File: src/rtl/alu_pkg.sv
// Shared ALU definitions: logic op codes, datapath widths and the captured-result record.
// LOGIC_RESULT_PARITY_EN adds a stored parity bit to each result record.
package alu_pkg;

  localparam int ALU_N = 32;
  localparam int TAG_W = 5;

  typedef enum logic [1:0] {
    OP_AND = 2'd0,
    OP_OR  = 2'd1,
    OP_XOR = 2'd2,
    OP_NOR = 2'd3
  } logic_op_t;

  // Occupancy encoded as {skid_valid, main_valid}
  typedef enum logic [1:0] {
    ST_EMPTY = 2'b00,
    ST_ONE   = 2'b01,
    ST_FULL  = 2'b11
  } skid_state_t;

  typedef struct packed {
    logic [ALU_N-1:0] f;
    logic_op_t        op;
    logic [TAG_W-1:0] tag;
    logic             zero;
    logic             neg;
`ifdef LOGIC_RESULT_PARITY_EN
    logic             par;
`endif
  } logic_result_t;

endpackage

File: src/rtl/logic_result_skid_if.sv
// Upstream and writeback valid/ready handshake bundle for logic_result_skid.
// LOGIC_RESULT_PARITY_EN adds out_par.
interface logic_result_skid_if #(
  parameter int N     = 32,
  parameter int TAG_W = 5
);
  logic             in_valid;
  logic             in_ready;
  logic [N-1:0]     in_f;
  logic [1:0]       in_op;
  logic [TAG_W-1:0] in_tag;
  logic             out_valid;
  logic             out_ready;
  logic [N-1:0]     out_f;
  logic [1:0]       out_op;
  logic [TAG_W-1:0] out_tag;
  logic             out_zero;
  logic             out_neg;
`ifdef LOGIC_RESULT_PARITY_EN
  logic             out_par;
`endif

  modport slave (
    input  in_valid, in_f, in_op, in_tag, out_ready,
    output in_ready, out_valid, out_f, out_op, out_tag, out_zero, out_neg
`ifdef LOGIC_RESULT_PARITY_EN
    , output out_par
`endif
  );

  modport master (
    output in_valid, in_f, in_op, in_tag, out_ready,
    input  in_ready, out_valid, out_f, out_op, out_tag, out_zero, out_neg
`ifdef LOGIC_RESULT_PARITY_EN
    , input out_par
`endif
  );
endinterface

File: src/rtl/result_flags.sv
// Combinational zero / negative (and optional even parity) flags for a logic-unit result.
// LOGIC_RESULT_PARITY_EN enables the par output.
module result_flags #(
  parameter int N = 32
) (
  input  logic [N-1:0] f,
  output logic         zero,
  output logic         neg
`ifdef LOGIC_RESULT_PARITY_EN
  , output logic       par
`endif
);

  assign zero = (f == {N{1'b0}});
  assign neg  = f[N-1];
`ifdef LOGIC_RESULT_PARITY_EN
  assign par  = ^f;
`endif

endmodule

File: src/rtl/logic_result_skid.sv
// Registered output stage for the bitwise logic unit with a 2-entry skid buffer.
// N and TAG_W must match alu_pkg widths; LOGIC_RESULT_PARITY_EN adds stored out_par.
module logic_result_skid #(
  parameter int N       = alu_pkg::ALU_N,
  parameter int TAG_W   = alu_pkg::TAG_W,
  parameter int STALL_W = 16
) (
  input  logic                clk,
  input  logic                rst,
  logic_result_skid_if.slave  bus,
  output logic [STALL_W-1:0]  stall_cnt,
  input  logic                stat_clr
);
  import alu_pkg::logic_result_t;
  import alu_pkg::logic_op_t;
  import alu_pkg::skid_state_t;
  import alu_pkg::ST_EMPTY;
  import alu_pkg::ST_ONE;
  import alu_pkg::ST_FULL;

  skid_state_t   state_q, state_d;
  logic_result_t main_q, main_d;
  logic_result_t skid_q, skid_d;
  logic [STALL_W-1:0] stall_q, stall_d;

  logic_result_t new_s;
  logic          accept_s;
  logic          deliver_s;
  logic          zero_s;
  logic          neg_s;
`ifdef LOGIC_RESULT_PARITY_EN
  logic          par_s;
`endif

  result_flags #(.N(N)) u_flags (
    .f    (bus.in_f),
    .zero (zero_s),
    .neg  (neg_s)
`ifdef LOGIC_RESULT_PARITY_EN
    , .par (par_s)
`endif
  );

  // Ready is a function of the skid flop and reset only, so no comb path from out_ready
  assign bus.in_ready = !state_q[1] && !rst;
  assign accept_s     = bus.in_valid && bus.in_ready;
  assign deliver_s    = state_q[0] && bus.out_ready;

  // Assemble the incoming record with its capture-time flags
  always_comb begin
    new_s      = '0;
    new_s.f    = bus.in_f;
    new_s.op   = logic_op_t'(bus.in_op);
    new_s.tag  = bus.in_tag;
    new_s.zero = zero_s;
    new_s.neg  = neg_s;
`ifdef LOGIC_RESULT_PARITY_EN
    new_s.par  = par_s;
`endif
  end

  // Next-state and entry-load decisions
  always_comb begin
    state_d = state_q;
    main_d  = main_q;
    skid_d  = skid_q;
    case (state_q)
      ST_EMPTY: begin
        if (accept_s) begin
          main_d  = new_s;
          state_d = ST_ONE;
        end else begin
          state_d = ST_EMPTY;
        end
      end
      ST_ONE: begin
        if (accept_s && deliver_s) begin
          main_d  = new_s;
        end else if (accept_s) begin
          skid_d  = new_s;
          state_d = ST_FULL;
        end else if (deliver_s) begin
          state_d = ST_EMPTY;
        end else begin
          state_d = ST_ONE;
        end
      end
      ST_FULL: begin
        if (deliver_s) begin
          main_d  = skid_q;
          state_d = ST_ONE;
        end else begin
          state_d = ST_FULL;
        end
      end
      default: begin
        state_d = ST_EMPTY;
      end
    endcase
  end

  // Saturating back-pressure counter; clear beats increment
  always_comb begin
    stall_d = stall_q;
    if (stat_clr) begin
      stall_d = {STALL_W{1'b0}};
    end else if (state_q[0] && !bus.out_ready && (stall_q != {STALL_W{1'b1}})) begin
      stall_d = stall_q + {{(STALL_W-1){1'b0}}, 1'b1};
    end else begin
      stall_d = stall_q;
    end
  end

  // State, entry and counter registers
  always_ff @(posedge clk or posedge rst) begin
    if (rst) begin
      state_q <= ST_EMPTY;
      main_q  <= '0;
      skid_q  <= '0;
      stall_q <= {STALL_W{1'b0}};
    end else begin
      state_q <= state_d;
      main_q  <= main_d;
      skid_q  <= skid_d;
      stall_q <= stall_d;
    end
  end

  assign bus.out_valid = state_q[0];
  assign bus.out_f     = main_q.f;
  assign bus.out_op    = main_q.op;
  assign bus.out_tag   = main_q.tag;
  assign bus.out_zero  = main_q.zero;
  assign bus.out_neg   = main_q.neg;
`ifdef LOGIC_RESULT_PARITY_EN
  assign bus.out_par   = main_q.par;
`endif
  assign stall_cnt     = stall_q;

endmodule

File: src/flat_wrapper.sv
// flat-port wrapper written by rule: the top's interface ports become plain ports
module logic_result_skid_flat import alu_pkg::logic_result_t; import alu_pkg::logic_op_t; import alu_pkg::skid_state_t; import alu_pkg::ST_EMPTY; import alu_pkg::ST_ONE; import alu_pkg::ST_FULL;
#(
  parameter int N       = alu_pkg::ALU_N,
  parameter int TAG_W   = alu_pkg::TAG_W,
  parameter int STALL_W = 16
)
  (clk, rst, stall_cnt, stat_clr, bus_in_valid, bus_in_f, bus_in_op, bus_in_tag, bus_out_ready, bus_in_ready, bus_out_valid, bus_out_f, bus_out_op, bus_out_tag, bus_out_zero, bus_out_neg);
  logic_result_skid_if #(.N(N), .TAG_W(TAG_W)) bus_i ();
  input  logic clk;
  input  logic rst;
  output logic [STALL_W-1:0] stall_cnt;
  input  logic stat_clr;
  input wire logic [$bits(bus_i.in_valid)-1:0] bus_in_valid;
  input wire logic [$bits(bus_i.in_f)-1:0] bus_in_f;
  input wire logic [$bits(bus_i.in_op)-1:0] bus_in_op;
  input wire logic [$bits(bus_i.in_tag)-1:0] bus_in_tag;
  input wire logic [$bits(bus_i.out_ready)-1:0] bus_out_ready;
  output wire logic [$bits(bus_i.in_ready)-1:0] bus_in_ready;
  output wire logic [$bits(bus_i.out_valid)-1:0] bus_out_valid;
  output wire logic [$bits(bus_i.out_f)-1:0] bus_out_f;
  output wire logic [$bits(bus_i.out_op)-1:0] bus_out_op;
  output wire logic [$bits(bus_i.out_tag)-1:0] bus_out_tag;
  output wire logic [$bits(bus_i.out_zero)-1:0] bus_out_zero;
  output wire logic [$bits(bus_i.out_neg)-1:0] bus_out_neg;
  assign bus_i.in_valid = bus_in_valid;
  assign bus_i.in_f = bus_in_f;
  assign bus_i.in_op = bus_in_op;
  assign bus_i.in_tag = bus_in_tag;
  assign bus_i.out_ready = bus_out_ready;
  assign bus_in_ready = bus_i.in_ready;
  assign bus_out_valid = bus_i.out_valid;
  assign bus_out_f = bus_i.out_f;
  assign bus_out_op = bus_i.out_op;
  assign bus_out_tag = bus_i.out_tag;
  assign bus_out_zero = bus_i.out_zero;
  assign bus_out_neg = bus_i.out_neg;
  logic_result_skid #(.N(N), .TAG_W(TAG_W), .STALL_W(STALL_W)) u_core (.clk(clk), .rst(rst), .bus(bus_i), .stall_cnt(stall_cnt), .stat_clr(stat_clr));
endmodule
File: config.mk
export PLATFORM = sky130hd
export DESIGN_NAME = logic_result_skid_flat
export DESIGN_NICKNAME = d
export VERILOG_FILES = /design/src/rtl/alu_pkg.sv /design/src/rtl/logic_result_skid_if.sv /design/src/rtl/result_flags.sv /design/src/rtl/logic_result_skid.sv /design/src/flat_wrapper.sv
export SDC_FILE = /design/constraint.sdc
export NUM_CORES = 1
export LEC_CHECK = 0
export ABC_AREA = 1
export BUFFER_PORTS_ARGS = -buffer_cell sky130_fd_sc_hd__buf_2
export CORE_ASPECT_RATIO = 1.4
export CORE_MARGIN = 1.5
export CORE_UTILIZATION = 34
export DETAILED_ROUTE_END_ITERATION = 12
export HOLD_SLACK_MARGIN = 0.12
export PLACE_DENSITY = 0.55
export SLEW_MARGIN = 30
export SYNTH_ARGS = -nofsm -noshare
export SYNTH_HDL_FRONTEND = slang
export SYNTH_HIERARCHICAL = 1
export SYNTH_SLANG_ARGS = --single-unit
export TNS_END_PERCENT = 100
File: constraint.sdc
create_clock -name clk -period 5.2 [get_ports clk]
set_clock_uncertainty 0.1 [all_clocks]
set_input_delay 1.04 -clock clk [delete_from_list [all_inputs] [get_ports clk]]
set_output_delay 1.04 -clock clk [all_outputs]
set_load 0.02 [all_outputs]
==> flow_summary.toml, run 1 <==
[run_status]
status = "finished clean"

[layout]
final_cell_mix = "234 x nand2_1, 102 x buf_2, 100 x dfrtp_1, 45 x nor2_1, 40 x mux2i_1"
nets = 701
regArea_mm2 = 0.00250
final_area_mm2 = 0.00570
multiInputGateArea_mm2 = 0.00205
antennaDiodeCount = 0
nFillCells = 1428
area.growth.synth_to_final_pct = 20.0
drive_gt1_frac = 0.209
final_common_cell = "nand2_1"

[floorplanning]
row_count = 50
ios = 103
coreArea_mm2 = 0.0135
die-area_mm2 = 0.0147
initial_core_util = 0.352
die_x_um = 103
die_h_um = 143

[logic_synthesis]
avgSynthCellArea_um2 = 8.48
yosysTopAreaCell = "dfrtp_1"
ys_seq_area_frac = 0.527
ys_ff_latch = 100
netlist_area_mm2 = 0.00475
synth_fp_nets = 609
syn-instance-count = 560
yosysWarnings = 6
synth_top_area_frac = 0.527
synth.distinct_cells = 28
ys_top_cells_by_area = "dfrtp_1 53%, nand2_1 18%, mux2i_1 8.4%"

[drt]
num_vias = 3903
first_pass_iters = 5
drcViolationCount = 0
wl_per_cell_um = 13.7
drt-initial-drc-count = 162
drt-total-wl_um = 11500
viasPerCell = 4.65
antenna_left = 0

[clock_tree]
cts_tree = "built"
numCtsBuffers = 9
cts_hold_buf = 0
cts_root_buf = "clkbuf_16"
max-clock-path-buffers = 2
clock_sinks = 100
worst_skew_pair.late_latency_ns = 0.34
cts.clk_slew.worst_paths_ns = 0.07
htreeDepth = 3
post-cts-setup-buffer-count = 0
cts_resized = 0

[worst_setup_path]
crit_family = "buffers and inverters"
crit_slowest_cell = "buf_4"
arrival_ns = 3.06
cp_max_fo = 50
end_kind = "flop"
cp.buffers_inverters = 3
worstPathCellList = "ha_2 > buf_4 > inv_1 > nor2_1 > a21oi_1 > nand2_2 > buf_4 > o21ai_0"
start_kind = "flop"
crit_type = "flop to flop"
cp_data_required_time_ns = 5.30
crit_top_cell = "buf_4"
slowest_delay_ns = 0.55

[sta]
fin_crit_ns = 2.96
fmax_ghz = 0.338
finalSetupViolCount = 0
slew_headroom = 0.471
post-route-period-util = 0.569
hold_violations = 0
rsz0062_at_grt = "false"
finalMaxSlewViolations = 0
fin_ws_ns = 2.24
final.setup.tns_ns = 0
tightest_slew_ns = 0.790

[place]
post-dp-hpwl_um = 8050
gp_congestion = 0.855
portBuffers = 102
dpl_worst_slack_ns = 2.19
placed_area_mm2 = 0.00540

[global_route]
grt_pass1_wl_um = 18900
grt_max_degree = 62
antenna_found_initial = 0
first_global_vias = 3874
track_usage = 0.165
grt-ovfl-total = 0

[power]
p_per_area_mw_per_mm2 = 526
leakagePower_uw = 0.00285
finalPower_uw = 3000
ir_drop_uv = 227

[flow_run]
max-cap-violations = 0

[worst_hold_path]
hold_path.class = "flop to flop"
-- per-stage QoR --
stage	utilization	cells	hold slack, ns
2_1_floorplan	-	560	0.342
3_3_place_gp	0.400	823	0.354
3_5_place_dp	0.400	823	0.361
4_1_cts	0.422	839	0.377
5_1_grt	0.422	839	0.406
6_report	0.422	839	0.373
-- routing by layer --
layer / part of all wire / routed length [µm] / track usage
met3: 0.040 / 466 / 0.0338
met2: 0.52 / 5980 / 0.290
met5: 0 / 0 / 0
met4: 0.010 / 115 / 0.0469
met1: 0.43 / 4950 / 0.201
-- final cells by class --
class                           instances  share of cell area
Sequential cell                       100               0.439
Multi-Input combinational cell        415               0.360
Tap cell                              182              0.0399
Timing Repair Buffer                  106              0.0948
Clock inverter                          7              0.0132
Inverter                               20              0.0138
Clock buffer                            9              0.0395
-- cells by family (layout without fill, tap and decap cells) --
kind of cell,Yosys count,in the layout,synth area share
AND/OR/NAND/NOR,312,312,0.264
multiplexers,40,40,0.0843
adder cells (fa/ha/maj),5,5,0.0132
flip-flops,100,100,0.527
XOR/XNOR,4,4,0.00738
AO/OA/AOI/OAI,54,54,0.0614
buffers and inverters,45,142,0.0429
-- synth_stat cells (all sizes together) --
master,n
a21oi,4
a31o,1
buf,19
clkbuf,6
clkinv,1
dfrtp,100
ha,5
inv,19
mux2i,40
nand2,237
nand3,15
nand4,10
nor2,50
o21ai,48
o21bai,1
xnor2,1
xor2,3
-- worst register-to-register path, delay by kind of cell, from the launching register on --
kind / cells / cell delay, ns
AO/OA/AOI/OAI: 2 / 0.23
adder cells (fa/ha/maj): 1 / 0.19
buffers and inverters: 3 / 1.26
AND/OR/NAND/NOR: 2 / 0.62
flip-flops: 1 / 0.43
-- registers in the layout, indices dropped and copies added, names as in the netlist --
| signal | count |
|---|---|
| u_core/bus.out_f | 32 |
| u_core/bus.out_op | 2 |
| u_core/skid_q | 41 |
| u_core/state_q | 2 |
| u_core/stall_cnt | 16 |
| u_core/bus.out_zero | 1 |
| u_core/bus.out_neg | 1 |
| u_core/bus.out_tag | 5 |
-- power by group --
part / leakage (µW) / switching (µW) / internal [µW]
clock network: 0.000144 / 300 / 377
logic: 0.00144 / 714 / 361
registers: 0.00127 / 160 / 1090
-- path summary, 6_finish.rpt --
kind | endpoint | depth (start not counted) | from | slack, ns
max | u_core/bus.out_tag[0] | 8 | u_core/state_q[0] | 2.24
min in group asynchronous | u_core/stall_cnt[2] | 2 | rst | 0.74
max reg2reg | u_core/bus.out_tag[0] | 8 | u_core/state_q[0] | 2.24
max in group asynchronous | u_core/bus.out_f[1] | 3 | rst | 3.20
min reg2reg | u_core/skid_q[5] | 2 | u_core/skid_q[5] | 0.37
min | u_core/skid_q[5] | 2 | u_core/skid_q[5] | 0.37
(Power assumes the default switching activity.)
==> run 2, diff against run 1 <==
--- a/config.mk
+++ b/config.mk
@@ -5,7 +5,7 @@
 export SDC_FILE = /design/constraint.sdc
 export NUM_CORES = 1
 export LEC_CHECK = 0
-export ABC_AREA = 1
+export ABC_AREA = 0
 export BUFFER_PORTS_ARGS = -buffer_cell sky130_fd_sc_hd__buf_2
 export CORE_ASPECT_RATIO = 1.4
 export CORE_MARGIN = 1.5
==> constraint.sdc (replaced) <==
create_clock -name clk -period 3.05 [get_ports clk]
set_clock_uncertainty 0.1 [all_clocks]
set_input_delay 0.61 -clock clk [delete_from_list [all_inputs] [get_ports clk]]
set_output_delay 0.61 -clock clk [all_outputs]
set_load 0.02 [all_outputs]
==> run 2 against run 1 <==
  * Core utilization down 0.20 points
  * Cell count fell by 22%
  * Worst setup slack got worse by 1.6 ns
  * Non-clock buffer count up 3
  * Largest power group unchanged
==> flow_summary.toml, run 2 <==
[layout]
drive_gt1_frac = 0.555
final_common_cell = "mux2_2"
nets = 511
antennaDiodeCount = 0
largest-register = "u_core/skid_q"
final_area_mm2 = 0.00579
final_cell_mix = "123 x mux2_2, 102 x buf_2, 100 x dfrtp_1, 13 x a21oi_1"
largest_reg_flops = 41
area.growth.synth_to_final_pct = 21.2

[clock_tree]
worst_skew_pair.late_latency_ns = 0.34
numCtsBuffers = 9
cts_tree = "built"
cts_root_buf = "clkbuf_16"
cts.clk_slew.worst_paths_ns = 0.07
max-clock-path-buffers = 2
cts_resized = 0
cts_hold_buf = 0
htreeDepth = 3
clock_sinks = 100
post-cts-setup-buffer-count = 0

[worst_setup_path]
slowest_delay_ns = 0.63
cp.buffers_inverters = 1
end_kind = "flop"
crit_slowest_cell = "nor3_1"
cp_data_required_time_ns = 3.18
worstPathCellList = "ha_1 > nand3_1 > nor3_1 > buf_4 > a21oi_1 > mux2_2"
start_kind = "flop"
arrival_ns = 2.52
crit_type = "flop to flop"
cp_max_fo = 9
crit_family = "simple AND/OR/NAND/NOR gates"

[logic_synthesis]
syn-instance-count = 361
yosysTopAreaCell = "dfrtp_1"
synth-async-reset-ratio = 1.00
synth_ff_type = "dfrtp_1"
ys_top_cells_by_area = "dfrtp_1 52%, mux2_2 29%, mux2_1 1.7%"
ys_ff_latch = 100
synth.distinct_cells = 41
synth_common_cells = "123 x mux2_2, 100 x dfrtp_1, 13 x a21oi_1, 12 x nand2_1, 12 x nor2_1"
synth.most_common_cell = "mux2_2"
ys_seq_area_frac = 0.524
yosysWarnings = 6
synth_fp_nets = 410
synth_top_area_frac = 0.524
avgSynthCellArea_um2 = 13.2
synth_enable_flop_cells = 0
netlist_area_mm2 = 0.00477

[sta]
finalMaxSlewViolations = 0
fin_crit_ns = 2.39
whs_ns = 0.205
finalSetupViolCount = 0
final.setup.tns_ns = 0
fmax_ghz = 0.418
slew_headroom = 0.510
post-route-period-util = 0.784
hold_violations = 0
tightest_slew_ns = 0.730
rsz0062_at_grt = "false"

[drt]
drcViolationCount = 0
antenna_left = 0
first_pass_iters = 4
drt-total-wl_um = 10400
drt-initial-drc-count = 84
num_vias = 3282
viasPerCell = 5.03
wl_per_cell_um = 16.0

[power]
ir_drop_uv = 481
finalPower_uw = 5260
p_per_area_mw_per_mm2 = 908
leakagePower_uw = 0.00256

[floorplanning]
die_x_um = 103
initial_core_util = 0.346
row_count = 51
coreArea_mm2 = 0.0138
ios = 103
die_h_um = 143
die-area_mm2 = 0.0148

[worst_hold_path]
hold_path.class = "input pin to async pin"

[place]
post-dp-hpwl_um = 7450
placed_area_mm2 = 0.00550
gp_congestion = 0.845
portBuffers = 102

[flow_run]
max-cap-violations = 0

[global_route]
track_usage = 0.152
first_global_vias = 3410
grt_pass1_wl_um = 17100
antenna_found_initial = 0
grt_max_degree = 56
grt-ovfl-total = 0

[run_status]
status = "finished clean"
run 2: changes by cell type after synthesis, moves of 5 or more:
cell	previous run	this run
buf_2	16	7
inv_1	19	6
mux2_2	0	123
nor4_1	0	10
a21oi_1	4	13
nor2b_1	0	8
o21ai_0	20	3
nand2_1	234	12
mux2_1	0	7
mux2i_1	40	1
nor2_1	45	12
nand3_1	15	4
o21ai_1	26	0
nand4_1	10	5
run 2: power by group:
group / switching, µW / internal [µW]
registers: 289 / 1890
logic: 993 / 986
clock network: 528 / 565
total: 1810 / 3450
run 2: area by class of cell:
type / instances / area [µm²]
clock buffer: 9 / 225
clock inverter: 7 / 60.1
fill: 1374 / 8000
inverter: 6 / 26.3
multi-input combinational: 236 / 2150
sequential: 100 / 2500
tap: 185 / 231
timing repair buffer: 109 / 588
run 2: worst reg2reg max path, delay by kind of cell, from the launching register on:
kind	cells	cell delay, ns
AO/OA/AOI/OAI	1	0.08
adder cells (fa/ha/maj)	1	0.26
buffers and inverters	1	0.27
flip-flops	1	0.52
multiplexers	1	0.27
AND/OR/NAND/NOR	2	0.77
run 2: stage by stage:
step	setup WS, ns	std cells	util
finish	0.659	652	0.420
global route	0.497	652	0.420
CTS	0.669	652	0.420
detailed placement	0.600	636	0.399
global placement	0.660	636	0.399
floorplan	0.853	361	-
run 2: worst paths after layout:
check / startpoint / to / slack (ns) / cells after the start
worst max-delay path: u_core/stall_cnt[0] / u_core/stall_cnt[4] / 0.66 / 6
worst min-delay path: rst / u_core/skid_q[33] / 0.20 / 2
worst max register to register: u_core/stall_cnt[0] / u_core/stall_cnt[4] / 0.66 / 6
worst min register to register: u_core/bus.out_f[3] / u_core/bus.out_f[3] / 0.39 / 1
max in group asynchronous: rst / u_core/bus.out_f[8] / 1.96 / 3
min in group clk: u_core/bus.out_f[3] / u_core/bus.out_f[3] / 0.39 / 1
run 2: per-layer routing:
layer	up-vias	wire (µm)	global-route usage
li1	1531	-	-
met2	87	5230	0.258
met1	1649	4450	0.180
met5	-	0	0
met4	0	195	0.0597
met3	15	567	0.0392
run 2: kinds of logic (layout without fill, tap and decap cells):
logic type | after synthesis | after routing | synth area share
adder cells (fa/ha/maj) | 5 | 5 | 0.0131
multiplexers | 131 | 131 | 0.309
flip-flops | 100 | 100 | 0.524
buffers and inverters | 25 | 131 | 0.0265
AO/OA/AOI/OAI | 29 | 29 | 0.0385
AND/OR/NAND/NOR | 71 | 71 | 0.0891
==> run 3, diff against run 2 <==
--- a/config.mk
+++ b/config.mk
@@ -5,7 +5,7 @@
 export SDC_FILE = /design/constraint.sdc
 export NUM_CORES = 1
 export LEC_CHECK = 0
-export ABC_AREA = 0
+export ABC_AREA = 1
 export BUFFER_PORTS_ARGS = -buffer_cell sky130_fd_sc_hd__buf_2
 export CORE_ASPECT_RATIO = 1.4
 export CORE_MARGIN = 1.5
==> constraint.sdc (replaced) <==
create_clock -name clk -period 2.2 [get_ports clk]
set_clock_uncertainty 0.1 [all_clocks]
set_input_delay 0.44 -clock clk [delete_from_list [all_inputs] [get_ports clk]]
set_output_delay 0.44 -clock clk [all_outputs]
set_load 0.02 [all_outputs]
==> run 3 against run 2 <==
  * First-iteration DRC count increased by 58%
  * Die area shrank 0.49%
  * Core utilization grew 1.0 points
  * Clock power is 47% higher
  * Combinational power increased by 36%
  * Final area rose by 0.43%
  * Non-clock buffer count is 4 higher
  * Largest power group unchanged
==> flow_summary.toml, run 3 (synthesized netlist as in run 1, its figures left out) <==
[run_status]
status = "finished clean"

[worst_setup_path]
crit_slowest_cell = "dlygate4sd3_1"
ff2ff_path_depth = 9
cp_max_fo = 44
slowest_delay_ns = 0.53
arrival_ns = 2.20
crit_type = "input pin to flop"
crit_top_cell = "nand2_1"
rr_endpoint = "u_core/stall_cnt[14]"
cp_data_required_time_ns = 2.32
worstPathCellList = "dlygate4sd3_1 > buf_2 > nor2_2 > nand2_1 > inv_1 > nand3_1 > o21ai_2 > nand2_4 > buf_12 > nand2_1 > o21ai_0"
r2r_setup_slack_ns = 0.36
end_kind = "flop"
timing.rr.start = "u_core/stall_cnt[0]"
start_kind = "input pin"

[sta]
fin_crit_ns = 2.08
hold_violations = 0
finalSetupViolCount = 0
finalMaxSlewViolations = 0
fin_ws_ns = 0.121
fmax_ghz = 0.481
tightest_slew_ns = 0.745
post-route-period-util = 0.945
slew_headroom = 0.503

[place]
placed_area_mm2 = 0.00550
gp_congestion = 0.844
portBuffers = 102
post-dp-hpwl_um = 8060
dpl_worst_slack_ns = 0.241

[worst_hold_path]
whs_path_depth = 3
worstHoldStart = "bus_in_tag[2]"
hold_path.class = "input pin to flop"
holdPathEnd = "u_core/skid_q[4]"

[floorplanning]
die_x_um = 103
die_h_um = 143
row_count = 50
die-area_mm2 = 0.0147
initial_core_util = 0.352
ios = 103
coreArea_mm2 = 0.0135

[global_route]
grt-ovfl-total = 0
first_global_vias = 3938
grt_max_degree = 45
gr-usage-met1 = 0.209
track_usage = 0.168
antenna_found_initial = 0
grt_most_used_layer = "met2"
met3_usage = 0.0431
grtUsageMet2 = 0.278
grt_pass1_wl_um = 19200

[layout]
drive_gt1_frac = 0.214
nFillCells = 1414
final_common_cell = "nand2_1"
area.growth.synth_to_final_pct = 22.4
final_cell_mix = "234 x nand2_1, 102 x buf_2, 100 x dfrtp_1, 45 x nor2_1, 40 x mux2i_1"
regArea_mm2 = 0.00250
final_area_mm2 = 0.00581
antennaDiodeCount = 0
largest_reg_flops = 41
multiInputGateArea_mm2 = 0.00206
largest-register = "u_core/skid_q"
nets = 708

[power]
leakagePower_uw = 0.00291
p_per_area_mw_per_mm2 = 1250
ir_drop_uv = 476

[clock_tree]
htreeDepth = 3
worst_skew_pair.late_latency_ns = 0.34
cts_root_buf = "clkbuf_16"
max-clock-path-buffers = 2
clock_sinks = 100
cts.clk_slew.worst_paths_ns = 0.08
cts_tree = "built"
numCtsBuffers = 9

[drt]
num_vias = 3939
first_pass_iters = 4
viasPerCell = 4.66
antenna_left = 0
drt-initial-drc-count = 133
drcViolationCount = 0
drt-total-wl_um = 11600
wl_per_cell_um = 13.7

[flow_run]
max-cap-violations = 0
## run 3: cell count changes in the layout (fill, tap and decap cells not counted), sizes merged, moves of 12 or more
cell,previous run,this run
inv,7,19
nand2,12,237
nor2,12,50
mux2,130,0
mux2i,1,40
o21ai,3,48
## run 3: cell type report
class | instances | area share
Multi-Input combinational cell | 415 | 0.354
Tap cell | 182 | 0.0392
Sequential cell | 100 | 0.430
Clock inverter | 7 | 0.0129
Inverter | 20 | 0.0138
Clock buffer | 9 | 0.0387
Timing Repair Buffer | 113 | 0.111
## run 3: layer usage
metal,vias to the layer above,routed length [µm]
met3,18,543
met1,1842,5160
li1,1995,-
met5,-,0
met2,84,5600
met4,0,267
## run 3: worst max-delay path, delay by kind of cell
kind	cells	cell delay, ns
AOI/OAI and AO/OA	2	0.19
buffers and inverters	4	0.98
and+or+nand+nor	5	0.56
## run 3: metrics by stage
step | utilization | total power, µW | setup TNS (ns) | hold slack (ns) | std cells
final | 0.430 | 7240 | 0 | 0.207 | 846
after global routing | 0.430 | 7840 | -0.0174 | 0.212 | 846
after CTS | 0.430 | 7360 | 0 | 0.194 | 846
after detailed placement | 0.407 | 5710 | 0 | 0.358 | 829
after global placement | 0.407 | 5610 | 0 | 0.353 | 829
after floorplan | - | 4780 | 0 | 0.342 | 560
## run 3: where the power goes
| group | total, µW | switching (µW) | internal (µW) |
|---|---|---|---|
| clock network | 1600 | 710 | 888 |
| logic | 2700 | 1740 | 961 |
| registers | 2950 | 382 | 2570 |
## run 3: what timing repair did
action,4_1_cts,5_1_grt
setup endpoints to repair,0,29
hold endpoints to repair,17,0
hold buffers,1,0
resized for setup,0,1
buffers inserted,0,0
## run 3: worst max-delay path by stage
stage                        startpoint                    to  depth (start not counted)
CTS                                 rst   u_core/bus.out_f[2]                         11
global placement                    rst   u_core/bus.out_f[0]                         10
floorplan           u_core/stall_cnt[0]  u_core/stall_cnt[12]                         10
detailed placement                  rst   u_core/bus.out_f[1]                         10
finish                              rst   u_core/bus.out_f[2]                         11
global route                        rst   u_core/bus.out_f[1]                         11
